File: src/rtl/rc5_dec_16bit.sv
// rtl/rc5_dec_16bit.sv - RC5-style 16-bit block decryptor, one half-round per clock
// Define RC5_DEC_KEY_LATCH_EN to capture the key table on the accepting edge.
module rc5_dec_16bit #(
  parameter int ROUNDS = 1,
  localparam int KW = 2*ROUNDS + 2
) (
  input  logic            clock,
  input  logic            reset,
  input  logic            dec_start,
  input  logic [15:0]     c,
  input  logic [8*KW-1:0] s,
  output logic [15:0]     p,
  output logic            dec_done,
  output logic            busy
);

  typedef enum logic [1:0] {IDLE, RND_B, RND_A, POST} state_t;

  state_t          state, state_n;
  logic [7:0]      a, b, a_n, b_n;
  logic [2:0]      r, r_n;
  logic [15:0]     p_n;
  logic            done_n, busy_n;
  logic [8*KW-1:0] key;
  logic [7:0]      key_a, key_b, key_0, key_1;

`ifdef RC5_DEC_KEY_LATCH_EN
  logic [8*KW-1:0] key_q;

  always_ff @(posedge clock or negedge reset) begin
    if (!reset)
      key_q <= '0;
    else if (state == IDLE && dec_start)
      key_q <= s;
  end

  assign key = key_q;
`else
  assign key = s;
`endif

  // Round keys for the current round r: S[2r] drives A, S[2r+1] drives B.
  assign key_a = key[16*r +: 8];
  assign key_b = key[16*r + 8 +: 8];
  assign key_0 = key[7:0];
  assign key_1 = key[15:8];

  function automatic logic [7:0] rotr8(input logic [7:0] x, input logic [2:0] n);
    logic [15:0] t;
    t = {x, x} >> n;
    return t[7:0];
  endfunction

  always_comb begin
    state_n = state;
    a_n     = a;
    b_n     = b;
    r_n     = r;
    p_n     = p;
    done_n  = 1'b0;
    busy_n  = busy;
    case (state)
      IDLE: begin
        if (dec_start) begin
          a_n     = c[15:8];
          b_n     = c[7:0];
          r_n     = 3'(ROUNDS);
          busy_n  = 1'b1;
          state_n = RND_B;
        end
      end
      RND_B: begin
        b_n     = rotr8(b - key_b, a[2:0]) ^ a;
        state_n = RND_A;
      end
      RND_A: begin
        a_n     = rotr8(a - key_a, b[2:0]) ^ b;
        r_n     = r - 3'd1;
        state_n = (r == 3'd1) ? POST : RND_B;
      end
      POST: begin
        p_n     = {a - key_0, b - key_1};
        done_n  = 1'b1;
        busy_n  = 1'b0;
        state_n = IDLE;
      end
      default: state_n = IDLE;
    endcase
  end

  always_ff @(posedge clock or negedge reset) begin
    if (!reset) begin
      state    <= IDLE;
      a        <= '0;
      b        <= '0;
      r        <= '0;
      p        <= '0;
      dec_done <= 1'b0;
      busy     <= 1'b0;
    end else begin
      state    <= state_n;
      a        <= a_n;
      b        <= b_n;
      r        <= r_n;
      p        <= p_n;
      dec_done <= done_n;
      busy     <= busy_n;
    end
  end

endmodule

File: config.mk
export PLATFORM = sky130hd
export DESIGN_NAME = rc5_dec_16bit
export DESIGN_NICKNAME = d
export VERILOG_FILES = /design/src/rtl/rc5_dec_16bit.sv
export SDC_FILE = /design/constraint.sdc
export NUM_CORES = 1
export LEC_CHECK = 0
export CAP_MARGIN = 20
export CORE_ASPECT_RATIO = 0.8
export CORE_MARGIN = 2
export CORE_UTILIZATION = 50
export CTS_CLUSTER_SIZE = 24
export DETAILED_ROUTE_END_ITERATION = 12
export MAX_ROUTING_LAYER = met4
export PLACE_DENSITY = 0.81
export SLEW_MARGIN = 20
export SYNTH_ARGS = -nofsm -noshare
export SYNTH_HDL_FRONTEND = slang
export SYNTH_SLANG_ARGS = --single-unit
File: constraint.sdc
create_clock -name clock -period 3.1 [get_ports clock]
set_input_delay 0.465 -clock clock [delete_from_list [all_inputs] [get_ports clock]]
set_output_delay 0.465 -clock clock [all_outputs]
set_load 0.05 [all_outputs]
==> impl_metrics.tcl <==
set metrics [dict create \
    run_status "finished, final reports clean" \
    synth.avg_cell_area_um2 7.80 \
    ys_warn_count 0 \
    yosysSeqAreaShare 0.226 \
    crit_path_start "s[1]" \
    place_area_um2 5570 \
    cp.arrival_ns 3.22 \
    die-area_um2 9400 \
    grt_max_degree 40 \
    route.detailed.drc 0 \
    synth_compound_area_frac 0.253 \
    setup_slack_ns 0.0568 \
    ctsLongestPathBuffers 2 \
    die_y_um 87.1 \
    max_freq_mhz 329 \
    cp-start-kind "input pin" \
    vias_per_cell 6.22 \
    grt_pass1_wl_um 22300 \
    ant_nets 0 \
    wire_per_inst_um 18.2 \
    worst_pin_slew_ns 0.933 \
    ys.flop_type "dfrtp_1" \
    core_um2 8450 \
    dr.pass1.iters 6 \
    routed_wl_um 14400 \
    diodes 0 \
    rsz0062_at_grt "yes" \
    synth_adder_area_share 0.117 \
    r2r-end "a[6]" \
    crit_required_ns 3.28 \
    numCtsBuffers 5 \
    path_clk_slew_ns 0.09 \
    nFillCells 620 \
    die_w_um 108 \
    start_util 0.512 \
    ys_top_cells_by_area "dfrtp_1, ha_1, nand2_1" \
    synth_area_um2 4320 \
    vias 4918 \
    synth_edf_count 0 \
    drive_gt1_frac 0.219 \
    ff2ff_setup_slack_ns 0.06 \
    async_flop_share 1.00 \
    relSlewSlack 0.378 \
    ios 69 \
    synth_area_leader_cell "dfrtp_1" \
    dp_slack_ns -0.336 \
    drv_cap 0 \
    endpoint "a[4]" \
    post-dp-hpwl_um 10800 \
    grt_pass1_vias 4638 \
    synth.most_common_cell "nand2_1" \
    yosys-top-cells-count "nand2_1, o21ai_0, dfrtp_1, inv_1, ha_1" \
    drv_slew 0 \
    period_share 0.982 \
    cts.sinks 39 \
    rows 30 \
    synth_nets 643 \
    grt_overflow 0 \
    htreeDepth 2 \
    r2r_cells 12 \
    synth_simple_gate_area_frac 0.245 \
    synth_xor_area_frac 0.0443 \
    track_usage 0.311 \
    final_nets 767 \
    synthCells 554 \
    period_needed_ns 3.04 \
    clkLatencyLatePin_ns 0.30 \
    critical_path_class "input pin to register" \
    endpoint_kind "register" \
    skew_ns 0.0105 \
    synth_top_cell_area_share 0.226 \
    cts_tree "yes" \
    area_delta_synth_final_pct 37.7 \
    worstReg2RegStart "r[0]" \
    first_iter_violations 531 \
    hold_path_class "input pin to asynchronous set/reset pin" \
    synthMuxAreaShare 0.0495 \
    antenna_found_initial 0 \
    hold_viol 0 \
    synth_cell_types 76 \
    gp_congestion 0.958 \
    finalSetupViolCount 0 \
    cp_max_fo 4 \
    port_buffers 68 \
    ys_ff_latch 39 \
    hold_ws_ns 0.294 \
    synth_top_family_by_area "compound AO/OA/AOI/OAI gates" \
    cts_root_buf "clkbuf_8" \
    fin_area_um2 5950 \
]
-- routing by layer --
layer  track usage  up-vias  routed length [um]
met5             -        -                   0
met4        0.0886        0                 427
met3        0.0464       49                1340
met2         0.484      307                6420
met1         0.422     2288                6200
li1              -     2274                   -
-- layout make-up --
cell class / count / area [um2] / share of cell area
Multi-Input combinational cell: 448 / 3310 / 0.556
Timing Repair Buffer: 147 / 1270 / 0.214
Sequential cell: 39 / 977 / 0.164
Tap cell: 112 / 140 / 0.0236
Inverter: 37 / 139 / 0.0233
Clock buffer: 5 / 68.8 / 0.0116
Clock inverter: 3 / 43.8 / 0.00736
-- logic make-up after synthesis --
kind of cell | after synthesis
AND/OR/NAND/NOR | 212
XOR/XNOR | 21
multiplexers | 19
buffers and inverters | 67
adder cells (fa/ha/maj) | 38
AO/OA/AOI/OAI | 158
flip-flops | 39
-- worst min-delay path by stage --
stage / slack [ns] / cells after the start / startpoint / endpoint
2_1_floorplan: 0.17 / 0 / reset / a[0]
3_3_place_gp: 0.46 / 2 / p[4] / p[4]
3_5_place_dp: 0.47 / 2 / p[2] / p[2]
4_1_cts: 0.32 / 1 / reset / p[14]
5_1_grt: 0.36 / 1 / reset / p[13]
6_report: 0.29 / 1 / reset / p[14]
-- flip-flops by register name (all words and copies together), names as in the netlist --
register  cells
r             3
state         2
busy          1
a             8
p            16
b             8
dec_done      1
-- worst max-delay path, cell delays in order --
cell,delay [ns]
clkdlybuf4s50_1,0.52
inv_1,0.07
o21ai_0,0.16
nand2_1,0.12
ha_1,0.29
nand2b_1,0.11
a211oi_4,0.36
or3_4,0.21
nand2_1,0.06
o311a_1,0.38
a2111oi_2,0.39
nor3_1,0.10
-- cells in the final DEF (no fill, tap or decap), types with 11 or more instances in the layout --
cell type | netlist | routed
buf_4 | 0 | 79
nand2_1 | 73 | 73
clkdlybuf4s50_1 | 0 | 65
o21ai_0 | 47 | 40
dfrtp_1 | 39 | 38
inv_1 | 37 | 37
ha_1 | 34 | 30
nor2_1 | 30 | 26
a21oi_1 | 23 | 20
nor3_1 | 22 | 18
nand3_1 | 16 | 16
or3_1 | 13 | 11
-- per-stage QoR --
stage | setup TNS (ns) | std cells | util
after floorplan | 0 | 554 | -
after global placement | -2.43 | 781 | 0.659
after detailed placement | -3.96 | 781 | 0.659
after CTS | -0.126 | 789 | 0.676
after global routing | -0.648 | 791 | 0.704
final | 0 | 791 | 0.704
-- repair_timing --
action	CTS	global route
resized for setup	7	51
endpoints found under the setup margin	8	15
hold buffers	0	0
setup buffers	0	2
pin swaps	3	14
Power is left out: the tool's default activity adds up to more than one toggle a clock period on the data nets, which glitch-free logic cannot reach.
